===== src/rtl/mmio_responder_pkg.sv =====
// mmio_pkg: register offsets, event word layout and TCTRL bit positions for mmio_responder
package mmio_pkg;
    localparam logic [3:0] OFS_LED     = 4'h0;
    localparam logic [3:0] OFS_EVENT   = 4'h1;
    localparam logic [3:0] OFS_STATUS  = 4'h2;
    localparam logic [3:0] OFS_TIMER   = 4'h3;
    localparam logic [3:0] OFS_TCTRL   = 4'h4;
    localparam logic [3:0] OFS_STRIKES = 4'h5;
    localparam int TCTRL_RUN = 0;
    localparam int TCTRL_EXP = 1;
    localparam int EV_VALID  = 15;
    // EVENT read word: valid flag in the top bit, event code in the low byte
    function automatic logic [15:0] ev_word(input logic [7:0] code);
        logic [15:0] w;
        w = {8'h00, code};
        w[EV_VALID] = 1'b1;
        return w;
    endfunction
endpackage


===== src/rtl/mmio_responder_event_fifo.sv =====
// event_fifo: circular FIFO of 8-bit event codes, pointers carry an extra wrap bit
module event_fifo #(
    parameter int DEPTH = 4
) (
    input  logic                     clk_i,
    input  logic                     rst_ni,
    input  logic                     push_i,
    input  logic [7:0]               data_i,
    input  logic                     pop_i,
    output logic [7:0]               data_o,
    output logic [$clog2(DEPTH):0]   count_o,
    output logic                     full_o,
    output logic                     empty_o
);
    localparam int AW = $clog2(DEPTH);
    logic [7:0]  mem_q [DEPTH];
    logic [AW:0] wptr_q, wptr_d, rptr_q, rptr_d;
    logic        do_push, do_pop;
    assign count_o = wptr_q - rptr_q;
    assign full_o  = count_o == (AW+1)'(DEPTH);
    assign empty_o = count_o == '0;
    assign data_o  = mem_q[rptr_q[AW-1:0]];
    assign do_push = push_i && !full_o;
    assign do_pop  = pop_i && !empty_o;
    // advance each pointer by one on an accepted push/pop
    always_comb begin
        wptr_d = wptr_q + (AW+1)'(do_push);
        rptr_d = rptr_q + (AW+1)'(do_pop);
    end
    // pointer registers; clearing them empties the FIFO
    always_ff @(posedge clk_i) begin
        if (!rst_ni) begin
            wptr_q <= '0;
            rptr_q <= '0;
        end else begin
            wptr_q <= wptr_d;
            rptr_q <= rptr_d;
        end
    end
    // storage needs no reset: entries are only read once written
    always_ff @(posedge clk_i) begin
        if (do_push) mem_q[wptr_q[AW-1:0]] <= data_i;
    end
endmodule


===== src/rtl/mmio_responder.sv =====
// mmio_responder: 16-word MMIO window with LED, event FIFO, strikes and optional countdown timer (MMIO_TIMER_EN)
module mmio_responder
    import mmio_pkg::*;
#(
    parameter logic [15:0] BASE_ADDR    = 16'hFF00,
    parameter int          FIFO_DEPTH   = 4,
    parameter int          CLK_PER_TICK = 50_000_000,
    parameter int          MAX_STRIKES  = 3
) (
    input  logic        clock,
    input  logic        reset,
    input  logic [15:0] addr,
    input  logic [15:0] wr_data,
    input  logic        we,
    input  logic        re,
    output logic        hit,
    output logic [15:0] rd_data,
    input  logic        event_valid,
    input  logic [7:0]  event_code,
    output logic        event_ready,
    output logic [15:0] led_out,
    output logic        boom
);
    localparam int AW = $clog2(FIFO_DEPTH);
    localparam int SW = $clog2(MAX_STRIKES + 1);
    if (BASE_ADDR[3:0] != 4'h0) begin : g_bad_base
        $error("BASE_ADDR low nibble must be zero");
    end
    if (CLK_PER_TICK < 1) begin : g_bad_tick
        $error("CLK_PER_TICK must be at least 1");
    end
    logic [3:0]    ofs;
    logic          acc_wr, acc_rd, expired;
    logic [15:0]   led_q, led_d, rd_q, rd_d, rdata;
    logic [SW-1:0] strikes_q, strikes_d;
    logic          boom_q, boom_d;
    logic [7:0]    fifo_data;
    logic [AW:0]   fifo_count;
    logic          fifo_full, fifo_empty;
    assign hit         = addr[15:4] == BASE_ADDR[15:4];
    assign ofs         = addr[3:0];
    assign acc_wr      = we && hit;
    assign acc_rd      = re && hit;
    assign event_ready = !fifo_full;
    assign led_out     = led_q;
    assign rd_data     = rd_q;
    assign boom        = boom_q;
    event_fifo #(.DEPTH(FIFO_DEPTH)) u_fifo (
        .clk_i   (clock),
        .rst_ni  (reset),
        .push_i  (event_valid),
        .data_i  (event_code),
        .pop_i   (acc_rd && ofs == OFS_EVENT),
        .data_o  (fifo_data),
        .count_o (fifo_count),
        .full_o  (fifo_full),
        .empty_o (fifo_empty)
    );
`ifdef MMIO_TIMER_EN
    localparam int PW = CLK_PER_TICK > 1 ? $clog2(CLK_PER_TICK) : 1;
    logic [PW-1:0] presc_q, presc_d;
    logic [15:0]   timer_q, timer_d;
    logic          run_q, run_d, exp_q, exp_d, wrap;
    assign wrap    = presc_q == PW'(CLK_PER_TICK - 1);
    assign expired = exp_q;
    // countdown while running; CPU stores override the tick and restart the prescaler
    always_comb begin
        presc_d = presc_q;
        timer_d = timer_q;
        run_d   = run_q;
        exp_d   = exp_q;
        if (run_q) begin
            presc_d = wrap ? '0 : presc_q + 1'b1;
            if (wrap && timer_q != 16'd0) timer_d = timer_q - 1'b1;
            if (timer_q == 16'd0 || (wrap && timer_q == 16'd1)) begin
                exp_d = 1'b1;
                run_d = 1'b0;
            end
        end
        if (acc_wr && ofs == OFS_TIMER) begin
            timer_d = wr_data;
            presc_d = '0;
        end
        if (acc_wr && ofs == OFS_TCTRL) begin
            run_d   = wr_data[TCTRL_RUN];
            presc_d = '0;
            if (wr_data[TCTRL_EXP]) exp_d = 1'b0;
        end
    end
    // timer state registers
    always_ff @(posedge clock) begin
        if (!reset) begin
            presc_q <= '0;
            timer_q <= '0;
            run_q   <= 1'b0;
            exp_q   <= 1'b0;
        end else begin
            presc_q <= presc_d;
            timer_q <= timer_d;
            run_q   <= run_d;
            exp_q   <= exp_d;
        end
    end
`else
    assign expired = 1'b0;
`endif
    // read mux over the pre-store register values
    always_comb begin
        rdata = '0;
        case (ofs)
            OFS_LED:     rdata = led_q;
            OFS_EVENT:   rdata = fifo_empty ? 16'h0000 : ev_word(fifo_data);
            OFS_STATUS:  rdata = {11'b0, fifo_full, 4'(fifo_count)};
`ifdef MMIO_TIMER_EN
            OFS_TIMER:   rdata = timer_q;
            OFS_TCTRL: begin
                rdata[TCTRL_RUN] = run_q;
                rdata[TCTRL_EXP] = exp_q;
            end
`endif
            OFS_STRIKES: rdata = 16'(strikes_q);
            default:     rdata = '0;
        endcase
    end
    // register next state for LED, strikes, load data and detonation flag
    always_comb begin
        led_d     = (acc_wr && ofs == OFS_LED) ? wr_data : led_q;
        strikes_d = (acc_wr && ofs == OFS_STRIKES && wr_data[0] && strikes_q != SW'(MAX_STRIKES))
                    ? strikes_q + 1'b1 : strikes_q;
        rd_d      = acc_rd ? rdata : rd_q;
        boom_d    = expired || strikes_q == SW'(MAX_STRIKES);
    end
    // register state
    always_ff @(posedge clock) begin
        if (!reset) begin
            led_q     <= '0;
            strikes_q <= '0;
            rd_q      <= '0;
            boom_q    <= 1'b0;
        end else begin
            led_q     <= led_d;
            strikes_q <= strikes_d;
            rd_q      <= rd_d;
            boom_q    <= boom_d;
        end
    end
endmodule


===== config.mk =====
export PLATFORM = sky130hd
export DESIGN_NAME = mmio_responder
export DESIGN_NICKNAME = d
export VERILOG_FILES = /design/src/rtl/mmio_responder_pkg.sv /design/src/rtl/mmio_responder_event_fifo.sv /design/src/rtl/mmio_responder.sv
export SDC_FILE = /design/constraint.sdc
export NUM_CORES = 1
export LEC_CHECK = 0
export CAP_MARGIN = 20
export CORE_UTILIZATION = 53
export CTS_CLUSTER_DIAMETER = 30
export DETAILED_ROUTE_END_ITERATION = 12
export GPL_TIMING_DRIVEN = 0
export HOLD_SLACK_MARGIN = 0.03
export PLACE_DENSITY_LB_ADDON = 0.12
export SLEW_MARGIN = 20
export SYNTH_ARGS = -nofsm -noshare
export SYNTH_HDL_FRONTEND = slang
export SYNTH_HIERARCHICAL = 1
export SYNTH_SLANG_ARGS = --single-unit
export TNS_END_PERCENT = 50

===== constraint.sdc =====
create_clock -name clock -period 6.55 [get_ports clock]
set_input_delay 0.655 -clock clock [delete_from_list [all_inputs] [get_ports clock]]
set_output_delay 0.655 -clock clock [all_outputs]
set_load 0.005 [all_outputs]

==> run summary, run 1 <==
## Global route
- **pin count of the biggest net entering global routing** 14
- **GR Util met3** 5.60%
- **via count of the first global-routing pass** 2254
- **global-route usage over all layers** 23.6%
- **grt ovf** 0
- **number of antenna violations at the first check in global routing** 0
- **met1 routing resource usage after global routing** 27.5%
- **first-pass GRT wire length** 10900 um
- **global-route met2 utilization** 40.4%
- **GRT busiest layer** met2

## Timing
- **accumulated negative setup slack** 0 ps
- **unrepaired setup endpoints after global routing** no
- **Final Hold Fails** 0
- **Final setup violation count** 0
- **time the final worst path needs with I/O delays and setup** 3190 ps
- **transition at the pin with the smallest max-transition slack** 1060 ps
- **headroom to the max-slew limit** 28.9%
- **Final Cycle Share** 48.8%
- **Max Clock Freq** 313 MHz
- **count of pins over their slew limit** 0
- **Final Skew** 11.3 ps

## Clock network
- **Gates resized, CTS repair** 0
- **CTS Buf Count** 9
- **Root Driver** sky130_fd_sc_hd__clkbuf_8
- **clock net sink count** 73
- **Post-CTS Setup Bufs** 0
- **Clk Latency, worst-skew pair** 350 ps
- **# H-tree levels** 3
- **count of hold buffers inserted by post-cts repair** 0
- **Reg clk slew, reported paths** 80 ps
- **CTS tree** yes
- **maximum buffer depth of the clock tree** 2

## Critical path
- **critical path data arrival time** 2540 ps
- **Critical Path Source Type** flop
- **data required time of the worst path** 5890 ps
- **crit end category** output port
- **maximum fanout encountered on the critical timing path** 7
- **Crit Path Class** reg2out

## Layout
- **leading cell type in the layout, fill and taps excluded** sky130_fd_sc_hd__clkdlybuf4s50_1
- **highest-count cells in the layout ignoring fill and taps** sky130_fd_sc_hd__clkdlybuf4s50_1 (79), sky130_fd_sc_hd__nand2_1 (45), sky130_fd_sc_hd__dfxtp_1 (41), sky130_fd_sc_hd__edfxtp_1 (32), sky130_fd_sc_hd__mux2i_1 (19)
- **sequential cell area in the final layout** 0.00178 sq mm
- **# nets final** 389
- **area delta synth->final** 34.5%
- **filler cell count** 375
- **Antenna Cells** 0
- **fraction of the core area covered by cells at the end of the flow** 76.1%
- **share of layout cells above drive strength 1** 15.8%
- **multi-input combinational cell area** 0.00135 sq mm

## Floorplan
- **width of the die** 79.9 um
- **cell row count** 27
- **overall die height** 79.9 um
- **die footprint** 0.00638 sq mm
- **placeable core region** 0.00568 sq mm
- **Initial Util** 56.6%
- **io pins** 80

## Synth
- **number of synthesized flops with an enable pin** 32
- **Avg Inst Size Synth** 13.1 sq um
- **number of distinct library cells after synthesis** 45
- **Most used DFF post-synth** sky130_fd_sc_hd__dfxtp_1
- **netlist area before placement** 0.00321 sq mm
- **sequential-to-total area share from yosys stat** 55.5%
- **asr flop ratio synth** 0%
- **Yosys warnings** 6
- **number of storage elements in the synthesis netlist** 73
- **gate count after technology mapping** 246
- **net count after synthesis** 298

## Placement
- **last weighted congestion value of the routability-driven placer** 0.766
- **Detailed Place HPWL** 5050 um
- **count of input and output buffers** 79

## Route
- **via count** 2261
- **router iterations before antenna repair** 5
- **DRT antenna net count** 0
- **Post-route DRC** 0
- **final routed wirelength across all metal layers** 6850 um
- **vias per inst** 5.46
- **mean routed wirelength per cell** 16.5 um
- **starting DRC count in detailed routing** 69

## Job
- **Max Cap Violations** 0

## Power and ir drop
- **cell area power density** 214 mW/mm^2
- **Max IR drop VDD** 0.250 mV
- **Total Power Consumption** 0.000925 W
- **leak pwr** 1.54 nW

## Hold path
- **class of the worst hold path** reg2reg

## Outcome
- **result of the run** completed

==> synthesized netlist by cell type (all sizes together) (2+ instances only) <==
library cell,count,area share (%)
buf,7,1.9
and2,9,1.8
a22oi,4,0.93
inv,7,0.82
a31oi,2,0.39
mux2i,19,5.9
a22o,2,0.55
a221oi,2,0.55
a311oi,3,0.82
nor4,2,1.1
and4,3,0.82
nand3,7,1.1
xor2,2,0.55
o2bb2ai,9,4.2
a21boi,7,1.6
edfxtp,32,30
nor3b,2,0.47
nand2,45,5.3
a222oi,2,0.62
nor2,7,1.4
nand4b,2,1.0
nand4,2,1.1
mux4,8,5.6
ha,6,2.3
dfxtp,41,26
clkbuf,4,0.47
==> cell families (layout without fill, tap and decap cells) <==
logic type / after synthesis / after routing / share of synthesized area [%]
muxes: 27 / 27 / 11.5
AOI/OAI and AO/OA: 33 / 33 / 10.1
DFF: 73 / 73 / 55.5
adders and majority gates: 7 / 7 / 2.96
and+or+nand+nor: 85 / 85 / 15.5
buffers and inverters: 18 / 114 / 3.19
xor gates and xnor gates: 3 / 3 / 1.32
==> final timing paths <==
check	slack (ps)	start	to	cells past startpoint
max	3360	u_fifo/wptr_q[0]$_SDFF_PN0_	event_ready	7
min	460	rd_data[11]$_SDFFE_PN0P_	rd_data[11]$_SDFFE_PN0P_	2
max reg2reg	3900	u_fifo/wptr_q[0]$_SDFF_PN0_	u_fifo/mem_q[0][4]$_DFFE_PP_	5
min reg2reg	460	rd_data[11]$_SDFFE_PN0P_	rd_data[11]$_SDFFE_PN0P_	2
==> worst max-delay path, stage by stage, from the launching register on <==
cell                              delay, ps
sky130_fd_sc_hd__dfxtp_1                410
sky130_fd_sc_hd__inv_1                   70
sky130_fd_sc_hd__ha_1                   200
sky130_fd_sc_hd__fa_1                   670
sky130_fd_sc_hd__nand2_1                140
sky130_fd_sc_hd__nor2b_1                200
sky130_fd_sc_hd__inv_1                   60
sky130_fd_sc_hd__clkdlybuf4s50_1        440
==> cell type report <==
class	instances	area share, %
Buffer	11	1.77
Clock buffer	10	3.18
Clock inverter	6	1.48
Inverter	7	0.608
Multi-Input combinational cell	155	31.2
Sequential cell	73	41.2
Tap cell	72	2.08
Timing Repair Buffer	80	18.5
==> registers in the layout, summed over array words and instances (netlist names) <==
name           cells
boom               1
led_out           16
rd_data           16
strikes_q          2
u_fifo/mem_q      32
u_fifo/rptr_q      3
u_fifo/wptr_q      3
==> routing by layer <==
metal	vias up	share of wire, %
met5	-	0
met1	1083	43
met4	0	2.1
met3	13	5.7
met2	71	49
li1	1094	-
==> stage by stage <==
| step | cells | hold slack [ps] | setup WS, ps | area [sq um] |
|---|---|---|---|---|
| 6_report | 414 | 456 | 3360 | 4320 |
| 5_1_grt | 414 | 469 | 3210 | 4320 |
| 4_1_cts | 414 | 456 | 3350 | 4320 |
| 3_5_place_dp | 398 | 444 | 3660 | 4120 |
| 3_3_place_gp | 397 | 438 | 3610 | 4090 |
| 2_1_floorplan | 246 | 447 | 4100 | 3210 |
==> where the power goes <==
part           switching (W)  internal, W
combinational      0.0000356    0.0000390
clock               0.000172     0.000188
sequential        0.00000399     0.000486
total               0.000212     0.000713
No activity file was read; power rests on OpenSTA's default activity.
==> inputs of run 2 (changes only) <==
- CORE_UTILIZATION: 53 -> 49
- clock period: 6.55 -> 3.2 ns (I/O delays scaled with it)
==> run 2 against run 1 <==
  * Via count shrank 0.66%
  * Core utilization down 8.0 points
  * Global-route usage fell by 2.7 points
  * Non-clock buffer count is 2 higher
  * Critical path type unchanged
  * Critical endpoint unchanged
  * Largest cell class unchanged
  * Largest power group unchanged
==> run summary, run 2 (synthesis results as in run 1) <==
## Outcome
- **result of the run** completed

## Placement
- **Detailed Place HPWL** 4960 um, -1.7%
- **count of input and output buffers** 79, unchanged
- **worst-case setup slack after placement** 534 ps, -3120 ps
- **Placement Cell Area** 0.00414 sq mm, +0.52%
- **last weighted congestion value of the routability-driven placer** 0.736, -3.9%
- **Post-Place Cells** 405, +1.8%

## Route
- **router iterations before antenna repair** 4, -1
- **vias per inst** 5.33, -2.3%
- **via count** 2246, -0.66%
- **final routed wirelength across all metal layers** 6620 um, -3.4%
- **DRT antenna net count** 0, unchanged
- **starting DRC count in detailed routing** 105, +52%
- **Post-route DRC** 0, unchanged
- **mean routed wirelength per cell** 15.7 um, -5.0%

## Layout
- **final non-filler cell total** 421, +1.7%
- **finished layout cell area** 0.00432 sq mm, about the same
- **area delta synth->final** 34.6%, about the same
- **max reg flops** 32, unchanged
- **highest-count cells in the layout ignoring fill and taps** sky130_fd_sc_hd__clkdlybuf4s50_1 (79), sky130_fd_sc_hd__nand2_1 (45), sky130_fd_sc_hd__dfxtp_1 (41), sky130_fd_sc_hd__edfxtp_1 (32), sky130_fd_sc_hd__mux2i_1 (19)
- **leading cell type in the layout, fill and taps excluded** sky130_fd_sc_hd__clkdlybuf4s50_1
- **# nets final** 391, +0.51%
- **share of layout cells above drive strength 1** 16.3%, +0.49 points
- **Antenna Cells** 0, unchanged

## Floorplan
- **overall die height** 83.0 um, +3.9%
- **placeable core region** 0.00635 sq mm, +12%
- **die footprint** 0.00688 sq mm, +8.0%
- **Initial Util** 50.6%, -6.0 points
- **width of the die** 83.0 um, +3.9%
- **cell row count** 29, +7.4%
- **io pins** 80, unchanged

## Power and ir drop
- **Net Switching** 0.000450 W, +110%
- **sequential cell fraction of total power** 55.0%, +2.0 points
- **internal power** 0.00137 W, +92%
- **Total Power Consumption** 0.00182 W, +97%
- **relative contribution of the clock network to total power** 36.6%, -2.3 points
- **leak pwr** 1.53 nW, -0.58%
- **fraction of power spent switching nets** 24.7%, +1.8 points
- **combinational power share** 8.4%, +0.3 points
- **Max IR drop VDD** 0.347 mV, +39%
- **cell area power density** 421 mW/mm^2, +97%

## Critical path
- **worst reg2reg endpoint** u_fifo/mem_q[0][4]$_DFFE_PP_
- **startpoint of the most critical register-to-register path** u_fifo/wptr_q[0]$_SDFF_PN0_
- **crit end category** output port
- **Critical Path Source Type** flop
- **maximum fanout encountered on the critical timing path** 7, unchanged
- **data required time of the worst path** 2880 ps, -3010 ps
- **Crit Path Class** reg2out
- **R2R cell count** 5, unchanged
- **critical path data arrival time** 2560 ps, +20 ps
- **Reg2Reg Setup Slack** 610 ps, -3290 ps

## Global route
- **number of antenna violations at the first check in global routing** 0, unchanged
- **first-pass GRT wire length** 11100 um, +1.9%
- **pin count of the biggest net entering global routing** 16, +2
- **grt ovf** 0, unchanged
- **global-route usage over all layers** 20.9%, -2.7 points
- **via count of the first global-routing pass** 2247, -0.31%

## Timing
- **unrepaired setup endpoints after global routing** no
- **accumulated negative setup slack** 0 ps, unchanged
- **headroom to the max-slew limit** 31.4%, +2.6 points
- **Final setup violation count** 0, unchanged
- **Final Skew** 12.8 ps, +1.46 ps
- **count of pins over their slew limit** 0, unchanged
- **Final Hold Fails** 0, unchanged
- **transition at the pin with the smallest max-transition slack** 1020 ps, -38.1 ps
- **time the final worst path needs with I/O delays and setup** 2880 ps
- **post-route worst setup slack** 322 ps, -3030 ps
- **Final Cycle Share** 89.9%
- **Max Clock Freq** 348 MHz

## Clock network
- **Gates resized, CTS repair** 0, unchanged
- **# H-tree levels** 3, unchanged
- **CTS Buf Count** 9, unchanged
- **count of hold buffers inserted by post-cts repair** 0, unchanged
- **maximum buffer depth of the clock tree** 2, unchanged
- **Post-CTS Setup Bufs** 0, unchanged
- **CTS tree** yes
- **clock net sink count** 73, unchanged
- **Reg clk slew, reported paths** 80 ps, about the same
- **Root Driver** sky130_fd_sc_hd__clkbuf_8
- **Clk Latency, worst-skew pair** 340 ps, about the same

## Hold path
- **launch instance of the worst min-delay path** rd_data[9]$_SDFFE_PN0P_
- **hold-critical path depth** 2, unchanged
- **class of the worst hold path** reg2reg
- **capture endpoint of the worst hold path** rd_data[9]$_SDFFE_PN0P_

## Job
- **Max Cap Violations** 0, unchanged

run 2: power groups by stage:
stage | Sequential, W | Clock, W | Combinational (W)
2_1_floorplan | 0.00102 | 0 | 0.0000661
3_3_place_gp | 0.00102 | 0 | 0.000147
3_5_place_dp | 0.00102 | 0 | 0.000154
4_1_cts | 0.00100 | 0.000687 | 0.000155
5_1_grt | 0.00100 | 0.000728 | 0.000168
6_report | 0.00100 | 0.000666 | 0.000153
run 2: area by class of cell:
class / instances / area, sq um
Fill cell: 483 / 2030
Timing Repair Buffer: 82 / 813
Multi-Input combinational cell: 155 / 1350
Buffer: 11 / 76.3
Sequential cell: 73 / 1780
Inverter: 7 / 26.3
Clock inverter: 7 / 58.8
Clock buffer: 9 / 124
Tap cell: 77 / 96.3
run 2: layer usage:
| metal | GRT usage [%] | share of wire (%) |
|---|---|---|
| met3 | 4.87 | 5.1 |
| met2 | 36.3 | 51 |
| met1 | 25.1 | 43 |
| met4 | 8.31 | 0.91 |
| met5 | 0 | 0 |
run 2: worst max-delay path by stage:
| stage | from | endpoint | slack, ps | cells past startpoint |
|---|---|---|---|---|
| 2_1_floorplan | u_fifo/wptr_q[0]$_SDFF_PN0_ | u_fifo/mem_q[1][0]$_DFFE_PP_ | 750 | 5 |
| 3_3_place_gp | u_fifo/wptr_q[0]$_SDFF_PN0_ | u_fifo/mem_q[1][5]$_DFFE_PP_ | 210 | 5 |
| 3_5_place_dp | u_fifo/wptr_q[0]$_SDFF_PN0_ | u_fifo/mem_q[0][5]$_DFFE_PP_ | 530 | 5 |
| 4_1_cts | u_fifo/wptr_q[0]$_SDFF_PN0_ | event_ready | 330 | 7 |
| 5_1_grt | u_fifo/wptr_q[0]$_SDFF_PN0_ | event_ready | 190 | 7 |
| 6_report | u_fifo/wptr_q[0]$_SDFF_PN0_ | event_ready | 320 | 7 |
run 2: critical path, cell delays in order (launching register included):
cell,delay (ps)
sky130_fd_sc_hd__dfxtp_1,410
sky130_fd_sc_hd__inv_1,70
sky130_fd_sc_hd__ha_1,210
sky130_fd_sc_hd__fa_1,680
sky130_fd_sc_hd__nand2_1,140
sky130_fd_sc_hd__nor2b_1,220
sky130_fd_sc_hd__inv_1,70
sky130_fd_sc_hd__clkdlybuf4s50_1,440
run 2: per-stage QoR:
step / util, % / hold slack [ps]
after floorplan: - / 419
after global placement: 64.6 / 438
after detailed placement: 65.2 / 445
after CTS: 68.1 / 457
after global routing: 68.1 / 483
final: 68.1 / 458
==> inputs of run 3 (changes only) <==
- CELL_PAD_IN_SITES_DETAIL_PLACEMENT: unset -> 0
- CELL_PAD_IN_SITES_GLOBAL_PLACEMENT: unset -> 1
- CORE_UTILIZATION: 49 -> 39
==> run 3 against run 2 <==
  * Register-to-register slack gained 60 ps
  * Sequential power is essentially flat
  * First-iteration DRC count shrank 31%
  * Final area grew 0.58%
  * Critical path type unchanged
  * Largest power group unchanged
==> run summary, run 3 (synthesis results as in run 1) <==
## Outcome
- **result of the run** completed

## Critical path
- **worst reg2reg endpoint** u_fifo/rptr_q[2]$_SDFF_PN0_
- **delay contributed by the slowest stage of the critical path** 700 ps, +20 ps
- **Critical Path Source Type** flop
- **maximum fanout encountered on the critical timing path** 7, unchanged
- **startpoint of the most critical register-to-register path** u_fifo/wptr_q[0]$_SDFF_PN0_
- **critical path, cell by cell** inv_1 > ha_1 > fa_1 > nand2_1 > nor2b_1 > inv_1 > clkdlybuf4s50_1
- **Reg2Reg Setup Slack** 670 ps, +60 ps
- **cell repeated most along the worst path** sky130_fd_sc_hd__inv_1
- **Crit Path Class** reg2out
- **R2R cell count** 9, +4
- **data required time of the worst path** 2880 ps, about the same
- **cell at the slowest stage of the critical path** sky130_fd_sc_hd__fa_1
- **crit end category** output port
- **critical path data arrival time** 2610 ps, +50 ps

## Placement
- **Detailed Place HPWL** 5330 um, +7.4%
- **count of input and output buffers** 79, unchanged
- **last weighted congestion value of the routability-driven placer** 0.706, -4.1%

## Clock network
- **Root Driver** sky130_fd_sc_hd__clkbuf_8
- **CTS Buf Count** 9, unchanged
- **Post-CTS Setup Bufs** 0, unchanged
- **clock net sink count** 73, unchanged
- **# H-tree levels** 3, unchanged
- **count of hold buffers inserted by post-cts repair** 0, unchanged
- **Reg clk slew, reported paths** 80 ps, about the same
- **Gates resized, CTS repair** 0, unchanged
- **maximum buffer depth of the clock tree** 2, unchanged
- **CTS tree** yes
- **Clk Latency, worst-skew pair** 340 ps, about the same

## Layout
- **highest-count cells in the layout ignoring fill and taps** sky130_fd_sc_hd__clkdlybuf4s50_1 (79), sky130_fd_sc_hd__nand2_1 (45), sky130_fd_sc_hd__dfxtp_1 (41), sky130_fd_sc_hd__edfxtp_1 (32), sky130_fd_sc_hd__mux2i_1 (19)
- **max reg flops** 32, unchanged
- **# nets final** 391, unchanged
- **area delta synth->final** 35.4%
- **Antenna Cells** 0, unchanged
- **fraction of the core area covered by cells at the end of the flow** 55.4%, -13 points
- **filler cell count** 721, +49%
- **leading cell type in the layout, fill and taps excluded** sky130_fd_sc_hd__clkdlybuf4s50_1
- **share of layout cells above drive strength 1** 16.3%, unchanged

## Floorplan
- **io pins** 80, unchanged
- **Initial Util** 40.9%, -9.7 points
- **die footprint** 0.00861 sq mm, +25%
- **overall die height** 92.8 um, +12%
- **placeable core region** 0.00785 sq mm, +24%
- **cell row count** 32, +10%
- **width of the die** 92.8 um, +12%

## Timing
- **accumulated negative setup slack** 0 ps, unchanged
- **Final Skew** 8.82 ps, -3.96 ps
- **Final Cycle Share** 91.7%, +1.8 points
- **unrepaired setup endpoints after global routing** no
- **time the final worst path needs with I/O delays and setup** 2930 ps, +56.7 ps
- **headroom to the max-slew limit** 49.4%, +18 points
- **count of pins over their slew limit** 0, unchanged
- **Max Clock Freq** 341 MHz, -1.9%
- **Final setup violation count** 0, unchanged
- **Final Hold Fails** 0, unchanged
- **transition at the pin with the smallest max-transition slack** 749 ps, -275 ps

## Global route
- **pin count of the biggest net entering global routing** 14, -2
- **global-route usage over all layers** 17.4%, -3.5 points
- **grt ovf** 0, unchanged
- **first-pass GRT wire length** 11200 um, +1.0%
- **number of antenna violations at the first check in global routing** 0, unchanged
- **via count of the first global-routing pass** 2166, -3.6%

## Power and ir drop
- **cell area power density** 413 mW/mm^2, -2.0%
- **combinational power share** 8.7%, +0.3 points
- **relative contribution of the clock network to total power** 35.4%, -1.2 points
- **sequential cell fraction of total power** 55.8%, +0.8 points
- **leak pwr** 1.53 nW, -0.27%
- **internal power** 0.00136 W, -1.1%
- **fraction of power spent switching nets** 24.4%, -0.27 points
- **Max IR drop VDD** 0.296 mV, -15%
- **Net Switching** 0.000439 W, -2.5%

## Route
- **DRT antenna net count** 0, unchanged
- **router iterations before antenna repair** 4, unchanged
- **starting DRC count in detailed routing** 72, -31%
- **final routed wirelength across all metal layers** 7210 um, +9.0%
- **Post-route DRC** 0, unchanged
- **via count** 2243, -0.13%
- **mean routed wirelength per cell** 16.2 um, +2.9%
- **vias per inst** 5.03, -5.7%

## Hold path
- **launch instance of the worst min-delay path** rd_data[12]$_SDFFE_PN0P_
- **capture endpoint of the worst hold path** rd_data[12]$_SDFFE_PN0P_
- **class of the worst hold path** reg2reg
- **hold-critical path depth** 2, unchanged

## Job
- **Max Cap Violations** 0, unchanged

run 3: metrics by stage:
| stage | power [W] | std cells | instance area [sq um] | hold slack [ps] | setup WS (ps) |
|---|---|---|---|---|---|
| after floorplan | 0.00109 | 246 | 3210 | 419 | 748 |
| after global placement | 0.00117 | 427 | 4130 | 439 | 185 |
| after detailed placement | 0.00118 | 430 | 4170 | 447 | 531 |
| after CTS | 0.00182 | 446 | 4340 | 458 | 258 |
| after global routing | 0.00187 | 446 | 4350 | 475 | 139 |
| final | 0.00180 | 446 | 4350 | 456 | 266 |
run 3: layout make-up:
type	instances	area, sq um	area share, %
multi-input cells	155	1350	31.1
repair buffers	82	813	18.7
flip-flops and latches	73	1780	41.0
plain buffers	11	76.3	1.75
inverters	7	26.3	0.604
clock buffers	9	124	2.85
well taps	102	128	2.93
clock inverters	7	46.3	1.06
run 3: power by group through the flow:
stage,registers (W),logic (W),clock network [W]
floorplan,0.00102,0.0000661,0
global placement,0.00102,0.000150,0
detailed placement,0.00102,0.000157,0
CTS,0.00100,0.000158,0.000657
global route,0.00100,0.000170,0.000692
finish,0.00100,0.000157,0.000636
run 3: worst max path at each step:
stage	start	endpoint	slack, ps	depth (start not counted)
2_1_floorplan	u_fifo/wptr_q[0]$_SDFF_PN0_	u_fifo/mem_q[1][0]$_DFFE_PP_	750	5
3_3_place_gp	u_fifo/wptr_q[0]$_SDFF_PN0_	u_fifo/mem_q[3][5]$_DFFE_PP_	180	5
6_report	u_fifo/wptr_q[0]$_SDFF_PN0_	event_ready	270	7
5_1_grt	u_fifo/wptr_q[0]$_SDFF_PN0_	event_ready	140	7
3_5_place_dp	u_fifo/wptr_q[0]$_SDFF_PN0_	u_fifo/mem_q[0][7]$_DFFE_PP_	530	5
4_1_cts	u_fifo/wptr_q[0]$_SDFF_PN0_	event_ready	260	7
run 3: metal layers:
layer / wire length (um) / vias up / GRT usage [%]
li1: - / 1104 / -
met1: 3060 / 1066 / 21.3
met4: 74 / 0 / 7.18
met2: 3620 / 65 / 29.1
met3: 451 / 8 / 4.60
met5: 0 / - / 0
run 3: critical path: cells and delay by family (launching register included):
family	cells	cell delay, ps
adders and majority gates	2	900
buffers and inverters	3	570
DFF	1	420
and+or+nand+nor	2	390
